## config.mk

```make
export PLATFORM = sky130hd
export DESIGN_NAME = if_pcgen
export DESIGN_NICKNAME = d
export VERILOG_FILES = /design/src/rtl/if_pkg.sv /design/src/rtl/if_skidbuf.sv /design/src/rtl/if_pcgen.sv
export SDC_FILE = /design/constraint.sdc
export NUM_CORES = 1
export LEC_CHECK = 0
export ABC_CLOCK_PERIOD_IN_PS = 10300
export CAP_MARGIN = 20
export CORE_ASPECT_RATIO = 1.2
export CORE_UTILIZATION = 45
export CTS_CLUSTER_DIAMETER = 200
export DETAILED_ROUTE_END_ITERATION = 7
export GPL_ROUTABILITY_DRIVEN = 0
export PLACE_DENSITY = 0.72
export SLEW_MARGIN = 10
export SYNTH_ARGS = -nofsm -noshare
export SYNTH_HDL_FRONTEND = slang
export SYNTH_HIERARCHICAL = 1
export SYNTH_SLANG_ARGS = --single-unit
```

## constraint.sdc

```tcl
create_clock -name i_clk -period 10.3 [get_ports i_clk]
set_input_delay 3.09 -clock i_clk [delete_from_list [all_inputs] [get_ports i_clk]]
set_output_delay 3.09 -clock i_clk [all_outputs]
set_load 0.005 [all_outputs]
```

## src/rtl/if_pkg.sv

```systemverilog
// Shared types and constants for the IF-stage program-counter unit.
package if_pkg;

  typedef enum logic [1:0] {
    S_IDLE  = 2'd0,
    S_FETCH = 2'd1,
    S_HOLD  = 2'd2
  } state_e;

  localparam logic [31:0] PC_INC = 32'd4;
  localparam logic [31:0] NOP    = 32'h0000_0000;

  // Redirect targets are forced onto a word boundary.
  function automatic logic [31:0] word_align(input logic [31:0] addr);
    return {addr[31:2], 2'b00};
  endfunction

endpackage

```

## src/rtl/if_skidbuf.sv

```systemverilog
// One-entry buffer holding a fetched instruction and its pc+4 while IF/ID is stalled.
module if_skidbuf
  import if_pkg::*;
(
  input  logic        i_clk,
  input  logic        i_rst,
  input  logic        i_load,
  input  logic        i_drain,
  input  logic        i_clear,
  input  logic [31:0] i_instr,
  input  logic [31:0] i_pc4,
  output logic        o_full,
  output logic [31:0] o_instr,
  output logic [31:0] o_pc4
);

  logic        full_q, full_d;
  logic [31:0] instr_q, instr_d;
  logic [31:0] pc4_q, pc4_d;

  // A flush wins over any load or drain in the same cycle.
  always_comb begin
    full_d  = full_q;
    instr_d = instr_q;
    pc4_d   = pc4_q;
    if (i_clear) begin
      full_d = 1'b0;
    end else if (i_load) begin
      full_d  = 1'b1;
      instr_d = i_instr;
      pc4_d   = i_pc4;
    end else if (i_drain) begin
      full_d = 1'b0;
    end
  end

  always_ff @(posedge i_clk) begin
    if (i_rst) begin
      full_q <= 1'b0;
    end else begin
      full_q <= full_d;
    end
    instr_q <= instr_d;
    pc4_q   <= pc4_d;
  end

  assign o_full  = full_q;
  assign o_instr = instr_q;
  assign o_pc4   = pc4_q;

endmodule

```

## src/rtl/if_pcgen.sv

```systemverilog
// IF-stage PC unit: fetch FSM, PC/redirect handling and IF/ID output register.
module if_pcgen
  import if_pkg::*;
#(
  parameter logic [31:0] RESET_VEC = 32'h0000_0000
) (
  input  logic        i_clk,
  input  logic        i_rst,
  input  logic        i_con_pcsrc,
  input  logic [31:0] i_addr_JBpc,
  input  logic        i_con_stall,
  output logic        o_imem_req,
  output logic [31:0] o_addr_imem,
  input  logic        i_imem_ready,
  input  logic [31:0] i_data_imem,
  output logic [31:0] o_data_instr,
  output logic [31:0] o_addr_pc4,
  output logic        o_con_valid,
  output logic        o_con_flush,
  output logic        o_con_misalign
);

  state_e      state_q, state_d;
  logic [31:0] pc_q, pc_d;
  logic        pend_vld_q, pend_vld_d;
  logic [31:0] pend_addr_q, pend_addr_d;
  logic [31:0] instr_q, instr_d;
  logic [31:0] pc4_q, pc4_d;
  logic        valid_q, valid_d;
  logic        flush_q, flush_d;
  logic        misalign_q, misalign_d;

  logic        fetch_done;
  logic        req_outstanding;
  logic        deliver;
  logic [31:0] pc_inc;
  logic [31:0] redirect_tgt;

  logic        skid_load, skid_drain, skid_clear, skid_full;
  logic [31:0] skid_instr, skid_pc4;

  assign fetch_done      = (state_q == S_FETCH) && i_imem_ready;
  assign req_outstanding = (state_q == S_FETCH) && !i_imem_ready;
  // A response is wrong-path if a redirect arrives with it or one is already pending.
  assign deliver         = fetch_done && !i_con_pcsrc && !pend_vld_q;
  assign pc_inc          = pc_q + PC_INC;
  assign redirect_tgt    = word_align(i_addr_JBpc);

  assign skid_load  = deliver && i_con_stall;
  assign skid_drain = !i_con_pcsrc && !i_con_stall && skid_full;
  assign skid_clear = i_con_pcsrc;

  if_skidbuf u_skid (
    .i_clk   (i_clk),
    .i_rst   (i_rst),
    .i_load  (skid_load),
    .i_drain (skid_drain),
    .i_clear (skid_clear),
    .i_instr (i_data_imem),
    .i_pc4   (pc_inc),
    .o_full  (skid_full),
    .o_instr (skid_instr),
    .o_pc4   (skid_pc4)
  );

  always_comb begin
    state_d    = state_q;
    o_imem_req = 1'b0;
    unique case (state_q)
      S_IDLE: begin
        state_d = S_FETCH;
      end
      S_FETCH: begin
        o_imem_req = 1'b1;
        if (deliver && i_con_stall) begin
          state_d = S_HOLD;
        end
      end
      S_HOLD: begin
        if (i_con_pcsrc || !i_con_stall) begin
          state_d = S_FETCH;
        end
      end
      default: begin
        state_d = S_IDLE;
      end
    endcase
  end

  always_comb begin
    pc_d        = pc_q;
    pend_vld_d  = pend_vld_q;
    pend_addr_d = pend_addr_q;
    instr_d     = instr_q;
    pc4_d       = pc4_q;
    valid_d     = valid_q;
    flush_d     = i_con_pcsrc;
    misalign_d  = i_con_pcsrc && (i_addr_JBpc[1:0] != 2'b00);

    // The fetch address must stay put while a request is outstanding, so a
    // redirect then is parked until the in-flight response returns.
    if (i_con_pcsrc) begin
      if (req_outstanding) begin
        pend_vld_d  = 1'b1;
        pend_addr_d = redirect_tgt;
      end else begin
        pc_d       = redirect_tgt;
        pend_vld_d = 1'b0;
      end
    end else if (fetch_done) begin
      pend_vld_d = 1'b0;
      pc_d       = pend_vld_q ? pend_addr_q : pc_inc;
    end

    if (i_con_pcsrc) begin
      valid_d = 1'b0;
    end else if (!i_con_stall) begin
      if (skid_full) begin
        instr_d = skid_instr;
        pc4_d   = skid_pc4;
        valid_d = 1'b1;
      end else if (deliver) begin
        instr_d = i_data_imem;
        pc4_d   = pc_inc;
        valid_d = 1'b1;
      end else begin
        valid_d = 1'b0;
      end
    end
  end

  always_ff @(posedge i_clk) begin
    if (i_rst) begin
      state_q    <= S_IDLE;
      pc_q       <= RESET_VEC;
      pend_vld_q <= 1'b0;
      instr_q    <= NOP;
      pc4_q      <= 32'd0;
      valid_q    <= 1'b0;
      flush_q    <= 1'b0;
      misalign_q <= 1'b0;
    end else begin
      state_q    <= state_d;
      pc_q       <= pc_d;
      pend_vld_q <= pend_vld_d;
      instr_q    <= instr_d;
      pc4_q      <= pc4_d;
      valid_q    <= valid_d;
      flush_q    <= flush_d;
      misalign_q <= misalign_d;
    end
    pend_addr_q <= pend_addr_d;
  end

  assign o_addr_imem    = pc_q;
  assign o_data_instr   = instr_q;
  assign o_addr_pc4     = pc4_q;
  assign o_con_valid    = valid_q;
  assign o_con_flush    = flush_q;
  assign o_con_misalign = misalign_q;

endmodule

```

==> Yosys cells after proc, flatten, opt, wreduce, memory -nomap -nowiden <==
Index checks and enable logic that the tools add are counted.
{ "word_totals": {"register_bits": 197, "output_inout_bits": 100} }
{ "op_classes": {"n_addsub": 1, "n_eq_ne": 5, "n_mux": 19, "n_bitwise": 2, "n_reduce_logical": 24} }
{ "ops": {"columns": ["cell", "n"], "rows": [
  ["32-bit 2-to-1 mux", 8],
  ["32-bit by 3-bit adder with 32-bit output (second input constant)", 1],
  ["1-bit logical AND", 8],
  ["1-bit 2-to-1 mux", 8],
  ["2-bit AND reduction", 4],
  ["2-bit nonzero test", 4],
  ["2-bit != test (second input constant)", 3],
  ["2-bit case mux with 3 select lines", 1],
  ["1-bit zero test", 4],
  ["2-bit 2-to-1 mux", 2],
  ["3-bit AND reduction", 1],
  ["2-bit by 1-bit == test with 1-bit output (second input constant)", 1],
  ["2-bit == test (second input constant)", 1],
  ["2-bit zero test", 1],
  ["1-bit NOT", 2],
  ["2-bit OR reduction", 1],
  ["1-bit logical OR", 1]
]} }

==> Depth between registers and ports, before layout <==
{ "logic_depth": {"word_depth": 7, "mapped_depth": 8} }

==> Modules after synthesis <==
Netlist, hierarchy kept.
{ "by_module_without_submodules": {"columns": ["mod", "n_inst", "cells_per_inst", "area_per_inst_um2", "seq_area_each_um2"], "rows": [
  ["if_pcgen", 1, 709, 6486.2, 2902.8],
  ["if_skidbuf", 1, 69, 1973.1, 1941.9]
]} }

==> Worst setup path before layout <==
Ideal clock, no wire load.
{ "synth_timing": {"kind": "input port to flip-flop", "startpoint": "input i_con_pcsrc", "endpoint": "register pend_addr_q[10], enable pin", "arrival_ps": 6958, "required_time_ps": 9807, "path_slack_ps": 2849, "path_stages": 5, "path_buffers": 3, "path_cell_list": "clkbuf_1 clkbuf_1 clkinv_1 clkbuf_1 nor4_1"} }
{ "synth_between": {"elab_chain_cells": 1} }
{ "synth_lines": {"columns": ["element", "line_no", "text"], "rows": [
  ["start: declaration", "if_pcgen.sv:9", "input logic i_con_pcsrc,"],
  ["2-bit AND reduction (no source line)", null, null],
  ["end signal: assignment", "if_pcgen.sv:152", "pend_addr_q <= pend_addr_d;"],
  ["end: declaration", "if_pcgen.sv:26", "logic [31:0] pend_addr_q, pend_addr_d;"]
]} }
Every way passes these cells.
A chain may end at the register's enable or synchronous reset.

==> Worst setup path after layout <==
{ "layout_timing": {"startpoint": "input i_imem_ready", "endpoint": "register u_skid.pc4_q[22] (netlist: u_skid/o_pc4[22]), enable pin"} }
{ "layout_between": {"elab_chain_cells": 5} }
{ "layout_lines": {"columns": ["element", "line_no", "text"], "rows": [
  ["start: declaration", "if_pcgen.sv:14", "input logic i_imem_ready,"],
  ["1-bit logical AND", "if_pcgen.sv:42", "assign fetch_done = (state_q == S_FETCH) && i_imem_ready;"],
  ["1-bit logical AND (2 in a row)", "if_pcgen.sv:45", "assign deliver = fetch_done && !i_con_pcsrc && !pend_vld_q;"],
  ["1-bit logical AND", "if_pcgen.sv:49", "assign skid_load = deliver && i_con_stall;"],
  ["named net skid_load", "if_pcgen.sv:39", "logic skid_load, skid_drain, skid_clear, skid_full;"],
  ["2-bit AND reduction (no source line)", null, null],
  ["end signal: assignment", "if_skidbuf.sv:44", "pc4_q <= pc4_d;"],
  ["end: declaration", "if_skidbuf.sv:19", "logic [31:0] pc4_q, pc4_d;"]
]} }
The timed path passes the listed nets, and every way through them passes these cells.

==> results.md <==
- Share of cells above drive strength 1: 0.0747
- Clock Power Share: 0.416
- Post-Place Cells: 1144
- Largest family of logic cells by synthesized area: compound AO/OA/AOI/OAI gates
- Final nets: about 980
- Synth unique cells: 77
- Sw frac: 0.223
- Most common cell in the netlist: dfxtp_1
- Die W: 127 um
- Rows: 54
- Max layer used: met4
- Vias in the first global route: 5970
- Peak Freq: 0.183 GHz
- Adder-cell share of the synthesized area: 0.00148
- CTS H-tree depth: 4
- Post-CTS setup buffers: 0
- WS Path Type: in -> reg
- CTS tree: done
- Crit path max fanout: 35
- Cell taking the most area after synthesis: edfxtp_1
- Sequential area share after synthesis: 0.573
- Worst path depth: 5
- Fillcell total: 1551
- CP arrival: between 5000 and 6000 ps
- Pint: 1.38 mW
- XOR/XNOR Fraction of Synth Area: 0.0237
- Commonest cells in the synthesized netlist: 101 x dfxtp_1, 94 x edfxtp_1, 68 x nor2_1
- Least-Margin Pin Slew: around 1100 ps
- Wire length on met3: 1210 um
- Drt total wl: 20600 um
- Synth Area in Compound Gates: 0.171
- Post-synth EDFFs: 94
- Simple-gate share of the synthesized area: 0.148
- Drt first pass iters: 5
- Initial core utilization: 0.462
- Setup TNS after final layout: 0 ps
- I/O pin count: 169
- Mapped Cells: 778
- Clock-pin slew on the worst setup and hold paths: 70 ps
- Max-slew headroom: 0.298
- # DRC: 0
- Initial antenna violation count: 0
- Total track usage: 0.216
- Status: finished, final reports clean
- Met2 WL: 9560 um
- Combinational Power Share: 0.097
- N_diodes: 0
- Max-cap violations: 0
- Min cycle time layout: about 5500 ps
- Clk_skew: 5.75 ps
- Largest delay share family, worst path: simple AND/OR/NAND/NOR gates
- Maximum VDD drop: between 0.0001 and 0.00015 V
- Ranking of synthesized cells by area: edfxtp_1 33%, dfxtp_1 24%, mux2i_1 4.4%
- CTS Hold Bufs: 0
- First-pass GRT wire length: 32900 um
- LEAKAGE: 3.63 nW
- Largest net degree at the start of global routing: 83
- Metal-1 WL: about 9700 um
- Floorplan core area: roughly 18000 sq um
- Die Y-Extent: 152 um
- RSZ-0062 raised after global routing: no
- Die ar.: a little under 20000 sq um
- Async SR Flop Fraction: 0
- Via count: 6479
- Worst reg-to-reg path cell count: 4
- Crit path buffers/inverters: 2
- Register area: 4850 sq um
- Fin crit share: 0.529
- Final ANT Viol Nets: 0
- Synth Flop Type: dfxtp_1
- Root Buffer: clkbuf_16
- Startpoint Class: input pin
- Sequential fraction of design power: 0.487
- Yosys top cell area share: 0.334
- Warnings from Yosys: 6
- Mux contribution to synthesized area: 0.0451
- Total gr overflow: 0
- DR vias/cell: between 5 and 6
- Crit end category: register
- Clk buf depth: 2
- Area grow syn2layout: 29.3%
- PortBufs: between 150 and 200
- Clock Sinks: 195
- Synthesized flop and latch total: between 150 and 200
- Clock Latency Late Sink: 430 ps
- Post-Syn Area per Cell: roughly 11 sq um
- DR iter-0 viols: 630
- Synth Cell Area: between 8000 and 9000 sq um
- Hold Crit Class: reg -> reg
- Area occupied by multi-input gates: 3340 sq um
- WL/cell: 17.5 um
- Final cell count without fillers: 1176
- Crit-path slowest cell: nor2b_4
- TritonCTS Buffers: 17
- Worst endpoint required time: 10370 ps
- Crit-path cells: clkdlybuf4s50_1 > and4bb_1 > and3_1 > nor2b_4 > buf_4
- Fin. Hold Viols: 0
- Post-DP HPWL: approximately 14000 um
- Final setup viols: 0
- Switching power: between 0.3 and 0.4 mW
- Post-CTS sizing: 0
- Worst path max stage delay: approximately 730 ps
- Max-slew violations: 0
- Worst hold path depth: 2
- PD cells: 162 nW/um^2
==> logic make-up (layout without fill, tap and decap cells) <==
family                   count (synthesis)  after routing
AO/OA/AOI/OAI                          209            209
XOR/XNOR                                22             22
adder cells (fa/ha/maj)                  1              1
buffers and inverters                   79            222
flip-flops                             195            195
multiplexers                            38             38
other                                    1              4
AND/OR/NAND/NOR                        233            233
==> power groups by stage <==
stage	Combinational (mW)	Clock, mW	Sequential, mW
after global routing	0.188	0.779	0.867
after detailed placement	0.172	0	0.881
after floorplan	0.0867	0	0.874
final	0.172	0.739	0.864
after global placement	0.170	0	0.881
after CTS	0.173	0.751	0.864
==> layout by cell type, fill, tap and decap left out, drive strengths merged, types with 18 or more instances in the layout <==
master         Yosys  layout
a211oi            40      40
and3              18      18
clkbuf            48      18
o21ai             25      25
a21oi             52      52
nor2              69      69
clkdlybuf4s50      0     164
edfxtp            94      94
dfxtp            101     101
mux2i             37      37
nand2             43      43
nor3              23      23
==> per-stage QoR <==
step	cell area [sq um]	setup WS, ps	hold WS, ps	utilization	total power [mW]
after CTS	10900	4850	459	0.598	1.79
after floorplan	8470	2850	448	-	0.961
final	10900	4850	459	0.598	1.78
after global placement	10300	4420	441	0.561	1.05
after global routing	10900	4690	478	0.598	1.83
after detailed placement	10300	4410	449	0.561	1.05
==> area by class of cell <==
type | instances | area share
Sequential cell | 195 | 0.443
Multi-Input combinational cell | 507 | 0.305
Timing Repair Buffer | 174 | 0.157
Clock buffer | 18 | 0.0392
Tap cell | 252 | 0.0288
Clock inverter | 14 | 0.0213
Inverter | 16 | 0.00549
==> sequential cells by signal, summed over array words and instances (netlist names), 2 cells and up <==
register        cells
o_addr_pc4         32
o_addr_imem        30
pend_addr_q        30
u_skid/o_instr     32
state_q             2
u_skid/o_pc4       32
o_data_instr       32
==> final timing paths <==
kind / endpoint / startpoint / slack (ps)
worst max-delay path: u_skid/o_pc4[22]$_DFFE_PP_ / i_imem_ready / 4850
worst min-delay path: o_addr_pc4[8]$_SDFFE_PP0P_ / o_addr_pc4[8]$_SDFFE_PP0P_ / 460
worst max register to register: u_skid/o_pc4[22]$_DFFE_PP_ / state_q[1]$_SDFFE_PP0P_ / 7710
worst min register to register: o_addr_pc4[8]$_SDFFE_PP0P_ / o_addr_pc4[8]$_SDFFE_PP0P_ / 460
==> metal layers <==
metal | track usage | vias up
met5 | 0 | -
met4 | 0.0510 | 0
met3 | 0.0488 | 17
met2 | 0.339 | 234
met1 | 0.305 | 3030
li1 | - | 3198
==> tightest hold or removal path, delay by kind of cell (launching register included) <==
kind / cells / cell delay [ps]
flip-flops: 1 / 310
AO/OA/AOI/OAI: 1 / 50
AND/OR/NAND/NOR: 1 / 50
No activity file was read; power rests on OpenSTA's default activity.
